**config.mk**
```make
export PLATFORM = sky130hd
export DESIGN_NAME = unidade_controle_memoria_flat
export DESIGN_NICKNAME = d
export VERILOG_FILES = /design/src/rtl/unidade_controle_memoria_pkg.sv /design/src/rtl/unidade_controle_memoria_if.sv /design/src/rtl/unidade_controle_memoria_temporizador.sv /design/src/rtl/unidade_controle_memoria.sv /design/src/flat_wrapper.sv
export SDC_FILE = /design/constraint.sdc
export NUM_CORES = 1
export LEC_CHECK = 0
export ABC_AREA = 1
export CORE_UTILIZATION = 54
export DETAILED_ROUTE_END_ITERATION = 8
export PLACE_DENSITY_LB_ADDON = 0.3
export SYNTH_ARGS = -nofsm -noshare
export SYNTH_HDL_FRONTEND = slang
export SYNTH_SLANG_ARGS = --single-unit
```
**constraint.sdc**
```tcl
create_clock -name clock -period 2.7 [get_ports clock]
set_clock_uncertainty 0.2 [all_clocks]
set_input_delay 0.81 -clock clock [delete_from_list [all_inputs] [get_ports clock]]
set_output_delay 0.81 -clock clock [all_outputs]
set_load 0.03 [all_outputs]
```
**src/rtl/unidade_controle_memoria_pkg.sv**
```systemverilog
// Shared definitions for the memory-game control unit: state codes,
// debug-bus width and a small helper for sizing the internal timer.
package unidade_controle_pkg;

  localparam int ESTADO_W = 4;

  typedef enum logic [ESTADO_W-1:0] {
    INICIAL         = 4'd0,
    PREPARACAO      = 4'd1,
    MOSTRA_LED      = 4'd2,
    APAGA_LED       = 4'd3,
    PROXIMO_LED     = 4'd4,
    PREPARA_JOGADAS = 4'd5,
    ESPERA_JOGADA   = 4'd6,
    REGISTRA        = 4'd7,
    COMPARA         = 4'd8,
    PROXIMA_JOGADA  = 4'd9,
    PROXIMA_RODADA  = 4'd10,
    FIM_GANHOU      = 4'd11,
    FIM_PERDEU      = 4'd12,
    FIM_TIMEOUT     = 4'd13
  } estado_t;

  // Largest of four cycle counts; used to size the shared timer.
  function automatic int max4(input int a, input int b, input int c, input int d);
    int m;
    m = a;
    if (b > m) m = b;
    if (c > m) m = c;
    if (d > m) m = d;
    return m;
  endfunction

endpackage

```
**src/rtl/unidade_controle_memoria_if.sv**
```systemverilog
// Bus between the control unit and the datapath/top level. The control
// unit is the master: it receives status and requests, drives commands.
interface unidade_controle_memoria_if;
  logic jogar;
  logic dificuldade;
  logic tem_jogada;
  logic igual;
  logic fimC;
  logic fimL;
  logic zeraC;
  logic contaC;
  logic zeraL;
  logic contaL;
  logic zeraR;
  logic registraR;
  logic exibe_leds;
  logic pronto;
  logic ganhou;
  logic perdeu;
  logic timeout;
  logic [unidade_controle_pkg::ESTADO_W-1:0] db_estado;
  logic db_dificuldade;

  modport master (
    input  jogar, dificuldade, tem_jogada, igual, fimC, fimL,
    output zeraC, contaC, zeraL, contaL, zeraR, registraR, exibe_leds,
    output pronto, ganhou, perdeu, timeout, db_estado, db_dificuldade
  );

  modport slave (
    output jogar, dificuldade, tem_jogada, igual, fimC, fimL,
    input  zeraC, contaC, zeraL, contaL, zeraR, registraR, exibe_leds,
    input  pronto, ganhou, perdeu, timeout, db_estado, db_dificuldade
  );
endinterface

```
**src/rtl/unidade_controle_memoria_temporizador.sv**
```systemverilog
// Free-running up-counter with synchronous clear and enable; flags when
// the current count equals a limit supplied at run time.
module temporizador_controle #(
  parameter int W = 13
) (
  input  logic         clock,
  input  logic         reset,
  input  logic         limpa,
  input  logic         habilita,
  input  logic [W-1:0] limite,
  output logic         fim
);

  logic [W-1:0] cnt_q, cnt_d;

  // Next count: clear has priority over counting.
  always_comb begin
    cnt_d = cnt_q;
    if (limpa)         cnt_d = '0;
    else if (habilita) cnt_d = cnt_q + W'(1);
  end

  // Count register.
  always_ff @(posedge clock or negedge reset) begin
    if (!reset) cnt_q <= '0;
    else        cnt_q <= cnt_d;
  end

  assign fim = (cnt_q == limite);

endmodule

```
**src/rtl/unidade_controle_memoria.sv**
```systemverilog
// Moore control FSM for the memory game: replays the stored sequence,
// collects and checks player moves with a per-move timeout, and reports
// win / loss / timeout.
module unidade_controle_memoria
  import unidade_controle_pkg::*;
#(
  parameter int LED_ON_CYCLES   = 500,
  parameter int LED_OFF_CYCLES  = 250,
  parameter int TIMEOUT_FACIL   = 5000,
  parameter int TIMEOUT_DIFICIL = 2500
) (
  input  logic                  clock,
  input  logic                  reset,
  unidade_controle_memoria_if.master bus
);

  localparam int TMR_MAX = max4(TIMEOUT_FACIL, TIMEOUT_DIFICIL, LED_ON_CYCLES, LED_OFF_CYCLES);
  localparam int TMR_W   = $clog2(TMR_MAX + 1);

  estado_t            estado_q, estado_d;
  logic               dif_q, dif_d;
  logic [TMR_W-1:0]   limite;
  logic               tmr_fim;
  logic               tmr_limpa;

  // State and latched difficulty registers.
  always_ff @(posedge clock or negedge reset) begin
    if (!reset) begin
      estado_q <= INICIAL;
      dif_q    <= 1'b0;
    end else begin
      estado_q <= estado_d;
      dif_q    <= dif_d;
    end
  end

  // Next-state logic; difficulty is captured only when a game (re)starts.
  always_comb begin
    estado_d = estado_q;
    dif_d    = dif_q;
    case (estado_q)
      INICIAL, FIM_GANHOU, FIM_PERDEU, FIM_TIMEOUT: begin
        if (bus.jogar) begin
          estado_d = PREPARACAO;
          dif_d    = bus.dificuldade;
        end
      end
      PREPARACAO:      estado_d = MOSTRA_LED;
      MOSTRA_LED:      if (tmr_fim) estado_d = APAGA_LED;
      APAGA_LED:       if (tmr_fim) estado_d = bus.fimC ? PREPARA_JOGADAS : PROXIMO_LED;
      PROXIMO_LED:     estado_d = MOSTRA_LED;
      PREPARA_JOGADAS: estado_d = ESPERA_JOGADA;
      ESPERA_JOGADA: begin
        // A move arriving on the expiry cycle still counts.
        if (bus.tem_jogada) estado_d = REGISTRA;
        else if (tmr_fim)   estado_d = FIM_TIMEOUT;
      end
      REGISTRA:        estado_d = COMPARA;
      COMPARA: begin
        if (!bus.igual)                 estado_d = FIM_PERDEU;
        else if (bus.fimC && bus.fimL)  estado_d = FIM_GANHOU;
        else if (bus.fimC)              estado_d = PROXIMA_RODADA;
        else                            estado_d = PROXIMA_JOGADA;
      end
      PROXIMA_JOGADA:  estado_d = ESPERA_JOGADA;
      PROXIMA_RODADA:  estado_d = MOSTRA_LED;
      default:         estado_d = INICIAL;
    endcase
  end

  // Timer terminal value for the states that wait on it.
  always_comb begin
    limite = '0;
    case (estado_q)
      MOSTRA_LED:    limite = TMR_W'(LED_ON_CYCLES - 1);
      APAGA_LED:     limite = TMR_W'(LED_OFF_CYCLES - 1);
      ESPERA_JOGADA: limite = dif_q ? TMR_W'(TIMEOUT_DIFICIL - 1) : TMR_W'(TIMEOUT_FACIL - 1);
      default:       limite = '0;
    endcase
  end

  // Restart timing on every state change so each state sees a fresh count.
  assign tmr_limpa = (estado_d != estado_q);

  temporizador_controle #(.W(TMR_W)) u_tmr (
    .clock    (clock),
    .reset    (reset),
    .limpa    (tmr_limpa),
    .habilita (1'b1),
    .limite   (limite),
    .fim      (tmr_fim)
  );

  // Moore output decode from the current state.
  always_comb begin
    bus.zeraC      = 1'b0;
    bus.contaC     = 1'b0;
    bus.zeraL      = 1'b0;
    bus.contaL     = 1'b0;
    bus.zeraR      = 1'b0;
    bus.registraR  = 1'b0;
    bus.exibe_leds = 1'b0;
    bus.pronto     = 1'b0;
    bus.ganhou     = 1'b0;
    bus.perdeu     = 1'b0;
    bus.timeout    = 1'b0;
    case (estado_q)
      PREPARACAO: begin
        bus.zeraC = 1'b1;
        bus.zeraL = 1'b1;
        bus.zeraR = 1'b1;
      end
      MOSTRA_LED:      bus.exibe_leds = 1'b1;
      PROXIMO_LED:     bus.contaC     = 1'b1;
      PREPARA_JOGADAS: bus.zeraC      = 1'b1;
      REGISTRA:        bus.registraR  = 1'b1;
      PROXIMA_JOGADA:  bus.contaC     = 1'b1;
      PROXIMA_RODADA: begin
        bus.contaL = 1'b1;
        bus.zeraC  = 1'b1;
      end
      FIM_GANHOU: begin
        bus.pronto = 1'b1;
        bus.ganhou = 1'b1;
      end
      FIM_PERDEU: begin
        bus.pronto = 1'b1;
        bus.perdeu = 1'b1;
      end
      FIM_TIMEOUT: begin
        bus.pronto  = 1'b1;
        bus.timeout = 1'b1;
      end
      default: ;
    endcase
  end

  assign bus.db_estado      = estado_q;
  assign bus.db_dificuldade = dif_q;

endmodule
```
**src/flat_wrapper.sv**
```systemverilog
// flat-port wrapper written by rule: the top's interface ports become plain ports
module unidade_controle_memoria_flat import unidade_controle_pkg::*;
#(
  parameter int LED_ON_CYCLES   = 500,
  parameter int LED_OFF_CYCLES  = 250,
  parameter int TIMEOUT_FACIL   = 5000,
  parameter int TIMEOUT_DIFICIL = 2500
)
  (clock, reset, bus_jogar, bus_dificuldade, bus_tem_jogada, bus_igual, bus_fimC, bus_fimL, bus_zeraC, bus_contaC, bus_zeraL, bus_contaL, bus_zeraR, bus_registraR, bus_exibe_leds, bus_pronto, bus_ganhou, bus_perdeu, bus_timeout, bus_db_estado, bus_db_dificuldade);
  unidade_controle_memoria_if bus_i ();
  input  logic clock;
  input  logic reset;
  input wire logic [$bits(bus_i.jogar)-1:0] bus_jogar;
  input wire logic [$bits(bus_i.dificuldade)-1:0] bus_dificuldade;
  input wire logic [$bits(bus_i.tem_jogada)-1:0] bus_tem_jogada;
  input wire logic [$bits(bus_i.igual)-1:0] bus_igual;
  input wire logic [$bits(bus_i.fimC)-1:0] bus_fimC;
  input wire logic [$bits(bus_i.fimL)-1:0] bus_fimL;
  output wire logic [$bits(bus_i.zeraC)-1:0] bus_zeraC;
  output wire logic [$bits(bus_i.contaC)-1:0] bus_contaC;
  output wire logic [$bits(bus_i.zeraL)-1:0] bus_zeraL;
  output wire logic [$bits(bus_i.contaL)-1:0] bus_contaL;
  output wire logic [$bits(bus_i.zeraR)-1:0] bus_zeraR;
  output wire logic [$bits(bus_i.registraR)-1:0] bus_registraR;
  output wire logic [$bits(bus_i.exibe_leds)-1:0] bus_exibe_leds;
  output wire logic [$bits(bus_i.pronto)-1:0] bus_pronto;
  output wire logic [$bits(bus_i.ganhou)-1:0] bus_ganhou;
  output wire logic [$bits(bus_i.perdeu)-1:0] bus_perdeu;
  output wire logic [$bits(bus_i.timeout)-1:0] bus_timeout;
  output wire logic [$bits(bus_i.db_estado)-1:0] bus_db_estado;
  output wire logic [$bits(bus_i.db_dificuldade)-1:0] bus_db_dificuldade;
  assign bus_i.jogar = bus_jogar;
  assign bus_i.dificuldade = bus_dificuldade;
  assign bus_i.tem_jogada = bus_tem_jogada;
  assign bus_i.igual = bus_igual;
  assign bus_i.fimC = bus_fimC;
  assign bus_i.fimL = bus_fimL;
  assign bus_zeraC = bus_i.zeraC;
  assign bus_contaC = bus_i.contaC;
  assign bus_zeraL = bus_i.zeraL;
  assign bus_contaL = bus_i.contaL;
  assign bus_zeraR = bus_i.zeraR;
  assign bus_registraR = bus_i.registraR;
  assign bus_exibe_leds = bus_i.exibe_leds;
  assign bus_pronto = bus_i.pronto;
  assign bus_ganhou = bus_i.ganhou;
  assign bus_perdeu = bus_i.perdeu;
  assign bus_timeout = bus_i.timeout;
  assign bus_db_estado = bus_i.db_estado;
  assign bus_db_dificuldade = bus_i.db_dificuldade;
  unidade_controle_memoria #(.LED_ON_CYCLES(LED_ON_CYCLES), .LED_OFF_CYCLES(LED_OFF_CYCLES), .TIMEOUT_FACIL(TIMEOUT_FACIL), .TIMEOUT_DIFICIL(TIMEOUT_DIFICIL)) u_core (.clock(clock), .reset(reset), .bus(bus_i));
endmodule
```
==> reports/qor_table.md <==
| Group | Quantity | Reported |
| --- | --- | --- |
| critical path | Flop-to-flop setup slack | 0.22 ns |
| run status | Outcome | finished, final reports clean |
| timing | Worst-case hold slack | 0.358 ns |
| timing | Number of max-slew violations in the final report | 0 |
| floorplanning | Starting density of the core | 56.6% |
| placement | Half-perimeter wire length of the detailed placement result | 2960 um |
| finish | Share of the core filled with cells in the final layout | 68.4% |
| floorplanning | Die Footprint | 0.00308 sq mm |
| floorplanning | Die width | 55.5 um |
| timing | Achievable clock frequency | 0.386 GHz |
| synthesis | Synthesized Nets | 238 |
| finish | Total area of multi-input combinational cells | 911 sq um |
| floorplanning | Area of the placeable core | 0.00273 sq mm |
| flow run | Total of max-cap violations | 0 |
| clock network | Root Buffer Master | sky130_fd_sc_hd__clkbuf_4 |
| power | Power Dens Cells | 951 mW/mm^2 |
| grt | Residual overflow from global routing | 0 |
| placement | Worst Setup Slack post-DPL | -0.0227 ns |
| finish | Fillers | 241 |
| finish | Layout area overhead | 20.9% |
| synthesis | Netlist area before placement | 0.00155 sq mm |
| synthesis | Portion of the post-synthesis area used by sequential elements | 29.1% |
| timing | Total Neg Setup Slack | 0 ns |
| power | Maximum ir drop on the vdd rail | 900 uV |
| finish | Antenna Cells | 0 |
| routing | Routed vias | 1534 |
| critical path | Critical path origin | u_core.bus.db_estado[0]$_DFF_PN0_ |
| grt | Global-route wire length before repair | 6270 um |
| synthesis | Post-Syn Area per Cell | 6.76 sq um |
| timing | Endpoints failing hold | 0 |
| critical path | Setup Crit Path Kind | reg2out |
| hold path | Type of the most critical hold path | reg2reg |
| clock network | CTS clock-pin slew for the worst setup and hold paths | 0.11 ns |
| floorplanning | Number of standard-cell rows in the floorplan | 19 |
| critical path | Crit path arrival time | 1.58 ns |
| timing | Number of setup violations in the final report | 0 |
| clock network | CTS H-tree lvls | 1 |
| critical path | Critical path endpoint | bus_exibe_leds |
| routing | Routed wirelength normalized by instance count | 12.5 um |
| grt | Vias in the first global route | 1454 |
| floorplanning | Number of top-level design ports | 24 |
| clock network | Clock tree from TritonCTS | done |
| critical path | Setup crit end kind | output port |
| timing | Worst-Margin Slew | 0.335 ns |
| placement | Global placer's final weighted congestion | 0.901 |
| power | Leakage component of the power | 0.979 nW |
| critical path | CP startpoint kind | flop |
| clock network | Maximum clock path buffer count | 2 |
| placement | Port Buffers | 23 |
| finish | Layout Nets | 272 |
| critical path | Worst r2r src | u_core.bus.db_estado[0]$_DFF_PN0_ |
| critical path | Endpoint required time on the critical path | 1.69 ns |
| clock network | Num Clock Sinks | 18 |
| critical path | Register-to-Register Path Depth | 13 |
| power | Power after layout | 1.78 mW |
| routing | ANT nets after route | 0 |
| clock network | Latest clock arrival within the worst-skew pair | 0.31 ns |
| finish | Sequential standard cell area | 452 sq um |
| timing | Final critical-path setup slack | 0.109 ns |
| clock network | Number of clock buffers inserted by TritonCTS | 3 |
| timing | Final period util | 96.0% |
| clock network | Setup repair bufs after CTS | 0 |
| finish | Leading cell type in the layout, fill and taps excluded | sky130_fd_sc_hd__nand2_1 |
| synthesis | Register bit total from synthesis | 18 |
| routing | Drc violations | 0 |
| finish | Cell Count, Final, Fillers Out | 293 |
| routing | 1st-pass router iterations | 4 |
| finish | Commonest cells after routing, fill and taps aside | sky130_fd_sc_hd__nand2_1, sky130_fd_sc_hd__inv_1, sky130_fd_sc_hd__nor2_1, sky130_fd_sc_hd__nand3_1, sky130_fd_sc_hd__dfrtp_1 |
| finish | Proportion of layout cells with a drive suffix above 1 | 21.4% |
| placement | Post-place instance area | 0.00186 sq mm |
| placement | Total placed cells including tap cells | 289 |
| timing | Setup repair after global routing missed its margin | false |
| grt | Maximum number of pins on one net before global-route repair | 19 |
| synthesis | Number of different library cells in the post-synthesis netlist | 31 |
| finish | Area of all placed cells without fillers | 0.00187 sq mm |
| critical path | Max FO, Critical Path | 4 |
| floorplanning | Die outline height | 55.5 um |
| synthesis | Count of synthesis-stage warnings from yosys | 0 |
| routing | Via count normalized by instance count | 5.24 |
| routing | Starting DRC count in detailed routing | 72 |
| critical path | Capturing point of the worst reg2reg path | u_core.u_tmr.cnt_q[12]$_DFF_PN0_ |
| timing | Normalized max-slew margin | 77.5% |
| routing | Final wirelength | 3660 um |
| grt | Number of antenna violations at the first check in global routing | 0 |
| synthesis | Post-synthesis cell count | 229 |
| clock network | Hold bufs inserted after CTS | 0 |
| grt | Overall global routing resource usage | 26.0% |
| timing | Time the final worst path needs with I/O delays and setup | 2.59 ns |
flip-flops by register name, summed over array words and instances, names as in the netlist:
name / flops
u_core.bus.db_dificuldade: 1
u_core.bus.db_estado: 4
u_core.u_tmr.cnt_q: 13
timing repair:
action / 4_1_cts / 5_1_grt
cloned: 0 / 0
gates resized for setup: 8 / 8
setup endpoints to repair: 7 / 4
metal layers:
metal,up-vias,share of wire (%),track usage (%)
met5,-,0,0
met4,0,2.5,12.5
met3,11,5.1,5.15
met2,39,47,41.7
met1,691,46,33.7
li1,793,-,-
critical path: stages, from the launching register on:
cell and delay [ns]:
sky130_fd_sc_hd__dfrtp_1 0.45, sky130_fd_sc_hd__buf_4 0.17, sky130_fd_sc_hd__nor2_4 0.13, sky130_fd_sc_hd__nand2_1 0.08, sky130_fd_sc_hd__inv_1 0.05, sky130_fd_sc_hd__dlygate4sd2_1 0.38
report_power, final:
part           leakage, nW  total (mW)  internal [mW]  switching [mW]
logic                0.717        1.22          0.473           0.748
registers            0.241       0.380          0.310          0.0693
clock network       0.0210       0.178         0.0825          0.0954
total                0.979        1.78          0.866           0.913
cell families after synthesis:
logic type / synth area share, %
fa+ha+maj: 0.808
simple gates: 43.6
compound gates: 8.25
xor+xnor: 6.23
flops: 29.1
buf+inv: 12.0
worst min-delay path by stage:
| stage | startpoint | endpoint | slack [ns] | cells past startpoint |
|---|---|---|---|---|
| 2_1_floorplan | u_core.u_tmr.cnt_q[0]$_DFF_PN0_ | u_core.u_tmr.cnt_q[0]$_DFF_PN0_ | 0.27 | 1 |
| 6_report | u_core.u_tmr.cnt_q[0]$_DFF_PN0_ | u_core.u_tmr.cnt_q[0]$_DFF_PN0_ | 0.36 | 1 |
| 5_1_grt | u_core.u_tmr.cnt_q[0]$_DFF_PN0_ | u_core.u_tmr.cnt_q[0]$_DFF_PN0_ | 0.38 | 1 |
| 3_5_place_dp | u_core.u_tmr.cnt_q[0]$_DFF_PN0_ | u_core.u_tmr.cnt_q[0]$_DFF_PN0_ | 0.34 | 1 |
| 4_1_cts | u_core.u_tmr.cnt_q[0]$_DFF_PN0_ | u_core.u_tmr.cnt_q[0]$_DFF_PN0_ | 0.36 | 1 |
| 3_3_place_gp | u_core.u_tmr.cnt_q[0]$_DFF_PN0_ | u_core.u_tmr.cnt_q[0]$_DFF_PN0_ | 0.32 | 1 |
Yosys cell counts (all sizes together):
| cell type | instances | share of area (%) |
|---|---|---|
| inv | 37 | 9.1 |
| nand3b | 1 | 1.3 |
| o21ai | 7 | 2.3 |
| nand3 | 29 | 11 |
| a31oi | 1 | 0.40 |
| nand2 | 59 | 15 |
| nor2 | 40 | 13 |
| nor4 | 1 | 0.40 |
| nor3 | 5 | 1.6 |
| a21oi | 5 | 1.9 |
| o21bai | 3 | 2.2 |
| xnor2 | 2 | 1.1 |
| a311oi | 1 | 0.57 |
| xor2 | 9 | 5.1 |
| clkbuf | 1 | 0.24 |
| o211ai | 1 | 0.49 |
| o31ai | 1 | 0.49 |
| nand4 | 3 | 1.2 |
| buf | 4 | 2.7 |
| dfrtp | 18 | 29 |
| ha | 1 | 0.81 |
area by class of cell:
class | count | share of cell area, %
clock buffer | 4 | 1.94
inverter | 37 | 7.56
multi-input combinational | 169 | 48.7
sequential | 18 | 24.1
tap | 31 | 2.07
timing repair buffer | 34 | 15.6
Power figures use the tool's default switching activity.
